File: config.mk
export PLATFORM = sky130hd
export DESIGN_NAME = eeprom_ctrl_flat
export DESIGN_NICKNAME = d
export VERILOG_FILES = /design/src/rtl/eeprom_ctrl_if.sv /design/src/rtl/eeprom_ctrl.sv /design/src/flat_wrapper.sv
export SDC_FILE = /design/constraint.sdc
export NUM_CORES = 1
export LEC_CHECK = 0
export BUFFER_PORTS_ARGS = -buffer_cell sky130_fd_sc_hd__buf_2
export CAP_MARGIN = 40
export CELL_PAD_IN_SITES_DETAIL_PLACEMENT = 0
export CELL_PAD_IN_SITES_GLOBAL_PLACEMENT = 1
export CORE_AREA = 2 2 73 75
export DETAILED_ROUTE_END_ITERATION = 10
export DIE_AREA = 0 0 75 77
export PLACE_DENSITY = 0.73
export SETUP_SLACK_MARGIN = 0.15
export SLEW_MARGIN = 20
export SYNTH_ARGS = -nofsm -noshare
export SYNTH_HDL_FRONTEND = slang
export SYNTH_SLANG_ARGS = --single-unit
File: constraint.sdc
create_clock -name clk -period 1.3 [get_ports clk]
set_input_delay 0 -clock clk [delete_from_list [all_inputs] [get_ports clk]]
set_output_delay 0 -clock clk [all_outputs]
set_load 0.01 [all_outputs]
File: src/rtl/eeprom_ctrl_if.sv
// Request/response bundle between a bus or test master and eeprom_ctrl.
// The master drives requests and the controller returns a one-cycle response pulse.
interface eeprom_ctrl_if #(
  parameter int ADDR_W = 4,
  parameter int DATA_W = 8
);
  logic              req_valid;
  logic              req_ready;
  logic [1:0]        req_op;
  logic [ADDR_W-1:0] req_addr;
  logic [DATA_W-1:0] req_wdata;
  logic              rsp_valid;
  logic [DATA_W-1:0] rsp_rdata;
  logic              rsp_err;

  modport master (
    output req_valid, req_op, req_addr, req_wdata,
    input  req_ready, rsp_valid, rsp_rdata, rsp_err
  );

  modport slave (
    input  req_valid, req_op, req_addr, req_wdata,
    output req_ready, rsp_valid, rsp_rdata, rsp_err
  );
endinterface

File: src/rtl/eeprom_ctrl.sv
// Sequences read/write/erase requests onto a level-sensitive EEPROM array.
// Writes run as a timed erase phase followed by a timed program phase.
module eeprom_ctrl #(
  parameter int ADDR_W       = 4,
  parameter int DATA_W       = 8,
  parameter int ERASE_CYCLES = 4,
  parameter int PROG_CYCLES  = 8
) (
  input  logic              clk,
  input  logic              rst,
  eeprom_ctrl_if.slave      bus,
  output logic              busy,
  output logic [ADDR_W-1:0] mem_addr,
  output logic              mem_we,
  output logic              mem_erase,
  output logic [DATA_W-1:0] mem_wdata,
  input  logic [DATA_W-1:0] mem_rdata
);

  localparam int MAX_CYC = (ERASE_CYCLES > PROG_CYCLES) ? ERASE_CYCLES : PROG_CYCLES;
  localparam int CNT_W   = $clog2(MAX_CYC + 1);

  typedef enum logic [2:0] {
    S_IDLE,
    S_READ,
    S_ERASE,
    S_PROG,
    S_DONE
  } state_t;

  state_t            r_state;
  logic [1:0]        r_op;
  logic [ADDR_W-1:0] r_addr;
  logic [DATA_W-1:0] r_wdata;
  logic [DATA_W-1:0] r_rdata;
  logic              r_err;
  logic              r_rsp_valid;
  logic              r_we;
  logic              r_erase;
  logic [CNT_W-1:0]  r_cnt;
  logic              w_idle;

  assign w_idle        = (r_state == S_IDLE);
  assign bus.req_ready = w_idle;
  assign busy          = !w_idle;
  assign bus.rsp_valid = r_rsp_valid;
  assign bus.rsp_rdata = r_rdata;
  assign bus.rsp_err   = r_err;
  assign mem_addr      = r_addr;
  assign mem_wdata     = r_wdata;
  assign mem_we        = r_we;
  assign mem_erase     = r_erase;

  always_ff @(posedge clk) begin
    if (rst) begin
      r_state     <= S_IDLE;
      r_op        <= 2'b00;
      r_addr      <= '0;
      r_wdata     <= '0;
      r_rdata     <= '0;
      r_err       <= 1'b0;
      r_rsp_valid <= 1'b0;
      r_we        <= 1'b0;
      r_erase     <= 1'b0;
      r_cnt       <= '0;
    end else begin
      r_rsp_valid <= 1'b0;
      case (r_state)
        S_IDLE: begin
          if (bus.req_valid) begin
            r_op    <= bus.req_op;
            r_addr  <= bus.req_addr;
            r_wdata <= bus.req_wdata;
            r_rdata <= '0;
            r_err   <= 1'b0;
            case (bus.req_op)
              2'b00: r_state <= S_READ;
              2'b01, 2'b10: begin
                r_state <= S_ERASE;
                r_erase <= 1'b1;
                r_cnt   <= CNT_W'(ERASE_CYCLES);
              end
              default: begin
                r_state     <= S_DONE;
                r_err       <= 1'b1;
                r_rsp_valid <= 1'b1;
              end
            endcase
          end
        end
        S_READ: begin
          r_rdata     <= mem_rdata;
          r_state     <= S_DONE;
          r_rsp_valid <= 1'b1;
        end
        S_ERASE: begin
          // Counter is loaded with the full phase length on entry, so the
          // phase ends in the cycle where it reads 1.
          if (r_cnt == CNT_W'(1)) begin
            r_erase <= 1'b0;
            if (r_op == 2'b01) begin
              r_state <= S_PROG;
              r_we    <= 1'b1;
              r_cnt   <= CNT_W'(PROG_CYCLES);
            end else begin
              r_state     <= S_DONE;
              r_rsp_valid <= 1'b1;
              r_cnt       <= '0;
            end
          end else begin
            r_cnt <= r_cnt - CNT_W'(1);
          end
        end
        S_PROG: begin
          if (r_cnt == CNT_W'(1)) begin
            r_we        <= 1'b0;
            r_state     <= S_DONE;
            r_rsp_valid <= 1'b1;
            r_cnt       <= '0;
          end else begin
            r_cnt <= r_cnt - CNT_W'(1);
          end
        end
        S_DONE:  r_state <= S_IDLE;
        default: r_state <= S_IDLE;
      endcase
    end
  end

endmodule
File: src/flat_wrapper.sv
// flat-port wrapper written by rule: the top's interface ports become plain ports
module eeprom_ctrl_flat 
#(
  parameter int ADDR_W       = 4,
  parameter int DATA_W       = 8,
  parameter int ERASE_CYCLES = 4,
  parameter int PROG_CYCLES  = 8
)
  (clk, rst, busy, mem_addr, mem_we, mem_erase, mem_wdata, mem_rdata, bus_req_valid, bus_req_op, bus_req_addr, bus_req_wdata, bus_req_ready, bus_rsp_valid, bus_rsp_rdata, bus_rsp_err);
  eeprom_ctrl_if #(.ADDR_W(ADDR_W), .DATA_W(DATA_W)) bus_i ();
  input  logic clk;
  input  logic rst;
  output logic busy;
  output logic [ADDR_W-1:0] mem_addr;
  output logic mem_we;
  output logic mem_erase;
  output logic [DATA_W-1:0] mem_wdata;
  input  logic [DATA_W-1:0] mem_rdata;
  input wire logic [$bits(bus_i.req_valid)-1:0] bus_req_valid;
  input wire logic [$bits(bus_i.req_op)-1:0] bus_req_op;
  input wire logic [$bits(bus_i.req_addr)-1:0] bus_req_addr;
  input wire logic [$bits(bus_i.req_wdata)-1:0] bus_req_wdata;
  output wire logic [$bits(bus_i.req_ready)-1:0] bus_req_ready;
  output wire logic [$bits(bus_i.rsp_valid)-1:0] bus_rsp_valid;
  output wire logic [$bits(bus_i.rsp_rdata)-1:0] bus_rsp_rdata;
  output wire logic [$bits(bus_i.rsp_err)-1:0] bus_rsp_err;
  assign bus_i.req_valid = bus_req_valid;
  assign bus_i.req_op = bus_req_op;
  assign bus_i.req_addr = bus_req_addr;
  assign bus_i.req_wdata = bus_req_wdata;
  assign bus_req_ready = bus_i.req_ready;
  assign bus_rsp_valid = bus_i.rsp_valid;
  assign bus_rsp_rdata = bus_i.rsp_rdata;
  assign bus_rsp_err = bus_i.rsp_err;
  eeprom_ctrl #(.ADDR_W(ADDR_W), .DATA_W(DATA_W), .ERASE_CYCLES(ERASE_CYCLES), .PROG_CYCLES(PROG_CYCLES)) u_core (.clk(clk), .rst(rst), .bus(bus_i), .busy(busy), .mem_addr(mem_addr), .mem_we(mem_we), .mem_erase(mem_erase), .mem_wdata(mem_wdata), .mem_rdata(mem_rdata));
endmodule
; Word-level counts from Yosys, hierarchy flattened
; Cells that the tools add are included.
[totals]
register_bits = 33
inputBits = 25
out_inout_bits = 26
wordCells = 65
[op_classes]
add_sub_neg = 1
n_eq_ne = 12
muxes = 27
reduce_logical = 15
[ops]
columns = operator, count
row1 = $mux 4, 5
row2 = $pmux 8 s2, 1
row3 = $mux 3, 4
row4 = $pmux 3 s4, 1
row5 = $pmux 4 s3, 1
row6 = $mux 1, 10
row7 = $mux 8, 1
row8 = $reduce_and 4->1, 2
row9 = $eq 3x2->1 const B, 2
row10 = $ne 2x1->1 const B, 3
row11 = $pmux 3 s2, 1
row12 = $reduce_and 3->1, 2
row13 = $reduce_bool 2->1, 3
row14 = $eq 2x1->1 const B, 2
row15 = $eq 4x1->1 const B, 1
row16 = $ne 2x2->1 const B, 2
row17 = $pmux 1 s2, 2
row18 = $pmux 1 s4, 1
row19 = $reduce_and 2->1, 2
row20 = $sub 4x1->4 const B, 1
row21 = $eq 3x1->1 const B, 1
row22 = $logic_not 3->1, 1
row23 = $reduce_bool 3->1, 1
row24 = $reduce_or 3->1, 1
row25 = 4 further kinds, 4

; Logic depth before layout (Yosys ltp)
[logic_depth]
depth_word = 5
mapped_depth = 5
depth_no_buf = 5

; Least setup slack after synthesis
; OpenSTA, ideal clock, no wires.
[synth_timing]
path_type = reg2reg
startpoint = reg u_core.r_state[1]
endpoint = reg u_core.r_state[0]
arrival_ps = 1328
t_required_ps = 1214
path_slack_ps = -115
stages_incl_launch_ff = 5
path_buffers = 1
synth_period_minus_slack_ps = 1415
cell_sequence = dfxtp_1 > buf_6 > nor3_1 > nand2_1 > a221oi_2
[synth_via]
elab_chain_cells = 3
[synth_rtl]
columns = item, line_no
row1 = start: declaration, eeprom_ctrl.sv:31  ; state_t r_state;
row2 = start signal: assignment, eeprom_ctrl.sv:56  ; r_state <= S_IDLE;
row3 = start signal: assignment, eeprom_ctrl.sv:77  ; 2'b00: r_state <= S_READ;
row4 = start signal: assignment, eeprom_ctrl.sv:79  ; r_state <= S_ERASE;
row5 = $logic_not 3->1 (*), --
row6 = via bus_req_ready, flat_wrapper.sv:23  ; output wire logic [$bits(bus_i.req_ready)-1:0] bus_req_ready;
row7 = $ne 2x2->1 (no source line), --
row8 = $reduce_and 3->1 (no source line), --
; Mark *: on every way through the listed nets, which the timed path passes. The rest lies on a longest branch.
; A chain may end at the register's enable or synchronous reset.

; Worst setup path after layout
[layout_timing]
startpoint = reg u_core.r_cnt[1]
endpoint = reg u_core.r_cnt[0]
[layout_via]
elab_chain_cells = 3
[layout_rtl]
columns = item, line_no
row1 = start: declaration, eeprom_ctrl.sv:40  ; logic [CNT_W-1:0] r_cnt;
row2 = start signal: assignment, eeprom_ctrl.sv:81  ; r_cnt <= CNT_W'(ERASE_CYCLES);
row3 = start signal: assignment, eeprom_ctrl.sv:104  ; r_cnt <= CNT_W'(PROG_CYCLES);
row4 = start signal: assignment, eeprom_ctrl.sv:111  ; r_cnt <= r_cnt - CNT_W'(1);
row5 = $eq 4x1->1 (*), "eeprom_ctrl.sv:99, eeprom_ctrl.sv:115"
row6 = "$mux 4, on equally long branches", "eeprom_ctrl.sv:115, eeprom_ctrl.sv:99"
row7 = $pmux 4 s3 (*), eeprom_ctrl.sv:68  ; case (r_state)
; Every way passes the cells marked *; elsewhere a longest branch is shown, timed or not.

==> impl_metrics.tcl <==
set metrics [dict create \
    outcome "complete, but fails checks" \
    switchingPower_mw 0.961 \
    rsz0062_at_grt "yes" \
    drt_first_pass_iters 4 \
    core_area_um2 4980 \
    setup_slack_ns -0.0339 \
    grt_usage 0.161 \
    ir_drop_mv 0.577 \
    ys_ff_latch 33 \
    gp_congestion 0.787 \
    clockRootBuffer "clkbuf_8" \
    p_per_area_nw_per_um2 1220 \
    swShare 0.305 \
    violations "setup timing" \
    die_w_um 75 \
    worstPathMaxFanout 4 \
    drv_cap 0 \
    area_delta_synth_final_pct 67.6 \
    grt_pass1_vias 1554 \
    wl_per_cell_um 12.5 \
    worst_ep_arrival_time_ns 1.54 \
    place_hpwl_um 2790 \
    drtIter0Drc 48 \
    clock.fmax_mhz 750 \
    nNetsFinal 307 \
    cts_tree "yes" \
    fin_crit_ns 1.33 \
    antenna_found_initial 0 \
    min_period_over_period 1.03 \
    drv_slew 0 \
    final_hold_viol_count 0 \
    clk_pin_slew_ns 0.07 \
    rows 26 \
    route.detailed.drc 0 \
    slew_headroom 0.699 \
    yosysWarnings 0 \
    synthesis.nets 208 \
    drive_gt1_frac 0.446 \
    leakage_nw 1.11 \
    fin_util 0.517 \
    via_per_inst 4.57 \
    clock_skew_ns 0.00690 \
    p_int_mw 2.19 \
    io_buffers 50 \
    vias 1592 \
    clkPwrFrac 0.267 \
    cp_data_required_time_ns 1.51 \
    wirelength_um 4340 \
    ioPinCount 51 \
    mostFrequentLayoutCells "buf_2, nand2_1, a21oi_1" \
    setup_viol 24 \
    max-clock-path-buffers 2 \
    seq_area_frac_synth 0.430 \
    final_common_cell "buf_2" \
    num-fill-cells 484 \
    cp-start-kind "flop" \
    overflow 0 \
    end_kind "flop" \
    grt_pass1_wl_um 7160 \
    seqPwrFrac 0.377 \
    hold_slack_ns 0.150 \
    dieArea_um2 5780 \
    numCtsBuffers 5 \
    power.share.combinational 0.355 \
    die_y_um 77 \
    start_util 0.309 \
    htreeDepth 2 \
    avgSynthCellArea_um2 8.63 \
    synth_area_um2 1540 \
    critical_path_class "reg2reg" \
    grt_max_degree 22 \
    clock-sinks 33 \
    worst_pin_slew_ns 0.452 \
    synth_cells 178 \
    diodes 0 \
    hp-class "in2reg" \
    antenna_left 0 \
    clk_latency_ns 0.28 \
    ys_types 36 \
]
what timing repair did:
action / CTS / global route
hold buffers: 22 / 0
setup endpoints to repair: 35 / 35
endpoints found under the hold margin: 22 / 0
setup buffers: 6 / 0
pin swaps: 7 / 5
gates resized for setup: 23 / 10
registers in the layout, summed over array words and instances (netlist names), 2 cells and up:
name                  cells
u_core.bus.rsp_rdata      8
u_core.mem_wdata          8
u_core.mem_addr           4
u_core.r_cnt              4
u_core.r_state            3
u_core.r_op               2
layer usage:
| layer | vias to the layer above | GRT usage | part of all wire |
|---|---|---|---|
| met2 | 53 | 0.263 | 0.49 |
| met1 | 728 | 0.203 | 0.45 |
| met4 | 0 | 0.0643 | 0.0097 |
| met5 | - | 0 | 0 |
| met3 | 2 | 0.0342 | 0.047 |
| li1 | 809 | - | - |
path summary, 6_finish.rpt:
check	endpoint	startpoint	cells after the start	slack, ns
setup / recovery	u_core.r_cnt[0]	u_core.r_cnt[1]	6	-0.03
hold / removal	u_core.r_cnt[1]	rst	2	0.15
setup reg to reg	u_core.r_cnt[0]	u_core.r_cnt[1]	6	-0.03
hold reg to reg	u_core.mem_addr[1]	u_core.mem_addr[1]	2	0.45
area by class of cell:
| class | count | area [um^2] | share of cell area |
|---|---|---|---|
| clock buffers | 7 | 96.3 | 0.0374 |
| clock inverters | 1 | 5.00 | 0.00194 |
| inverters | 9 | 36.3 | 0.0141 |
| multi-input cells | 123 | 901 | 0.350 |
| flip-flops and latches | 33 | 672 | 0.261 |
| well taps | 70 | 87.6 | 0.0340 |
| repair buffers | 105 | 777 | 0.302 |
worst max-delay path, cell delays in order (launching register included):
cell     delay (ns)
dfxtp_2        0.33
inv_2          0.05
ha_4           0.15
nor3b_4        0.15
buf_6          0.13
or3_4          0.32
a21oi_2        0.12
power groups by stage:
stage	logic [mW]	clock network (mW)	registers (mW)
floorplan	0.478	0	1.24
global placement	0.859	0	1.21
detailed placement	0.857	0	1.20
CTS	1.06	0.875	1.19
global route	1.22	0.926	1.20
finish	1.12	0.842	1.19
kinds of logic after synthesis:
kind of cell	Yosys count	share of synthesized area
AND/OR/NAND/NOR	75	0.276
AO/OA/AOI/OAI	42	0.169
flip-flops	33	0.430
buffers and inverters	22	0.0782
adder cells (fa/ha/maj)	5	0.0407
multiplexers	1	0.00651
synth_stat cells:
| master | count | area share |
|---|---|---|
| buf_6 | 4 | 0.029 |
| nor2b_1 | 1 | 0.0041 |
| nand2b_1 | 2 | 0.0081 |
| nand3_1 | 6 | 0.020 |
| ha_1 | 5 | 0.041 |
| o32ai_1 | 1 | 0.0057 |
| or3_1 | 3 | 0.012 |
| a221oi_1 | 1 | 0.0057 |
| clkbuf_1 | 5 | 0.012 |
| nand3_2 | 5 | 0.033 |
| nor3b_1 | 3 | 0.015 |
| or4b_1 | 1 | 0.0065 |
| a31oi_1 | 1 | 0.0041 |
| dfxtp_1 | 33 | 0.43 |
| o221a_1 | 1 | 0.0073 |
| buf_2 | 3 | 0.0098 |
| a211oi_1 | 2 | 0.0098 |
| o31ai_1 | 1 | 0.0049 |
| inv_1 | 8 | 0.020 |
| a21o_1 | 1 | 0.0049 |
| o21bai_1 | 1 | 0.0049 |
| nor4b_4 | 1 | 0.015 |
| a221oi_2 | 1 | 0.0098 |
| nand2_1 | 40 | 0.098 |
| nand4bb_1 | 2 | 0.015 |
| buf_4 | 1 | 0.0049 |
| inv_2 | 1 | 0.0024 |
| or3b_1 | 2 | 0.011 |
| a2111oi_0 | 1 | 0.0057 |
| nor2_1 | 2 | 0.0049 |
| a21oi_1 | 30 | 0.098 |
| a211oi_2 | 1 | 0.0081 |
| nor4_1 | 2 | 0.0081 |
| mux2i_1 | 1 | 0.0065 |
| nor3_1 | 3 | 0.0098 |
| nor3b_2 | 2 | 0.016 |
through the flow:
step	setup TNS, ns	cells	power, mW	area [um^2]	setup WS, ns
floorplan	-0.963	178	1.72	1570	-0.0575
global placement	-1.12	312	2.06	2050	-0.0577
detailed placement	-1.24	312	2.06	2050	-0.0649
CTS	-0.332	348	3.12	2530	-0.0295
global route	-1.53	348	3.35	2570	-0.0747
finish	-0.277	348	3.15	2570	-0.0339
(Power assumes the default switching activity.)
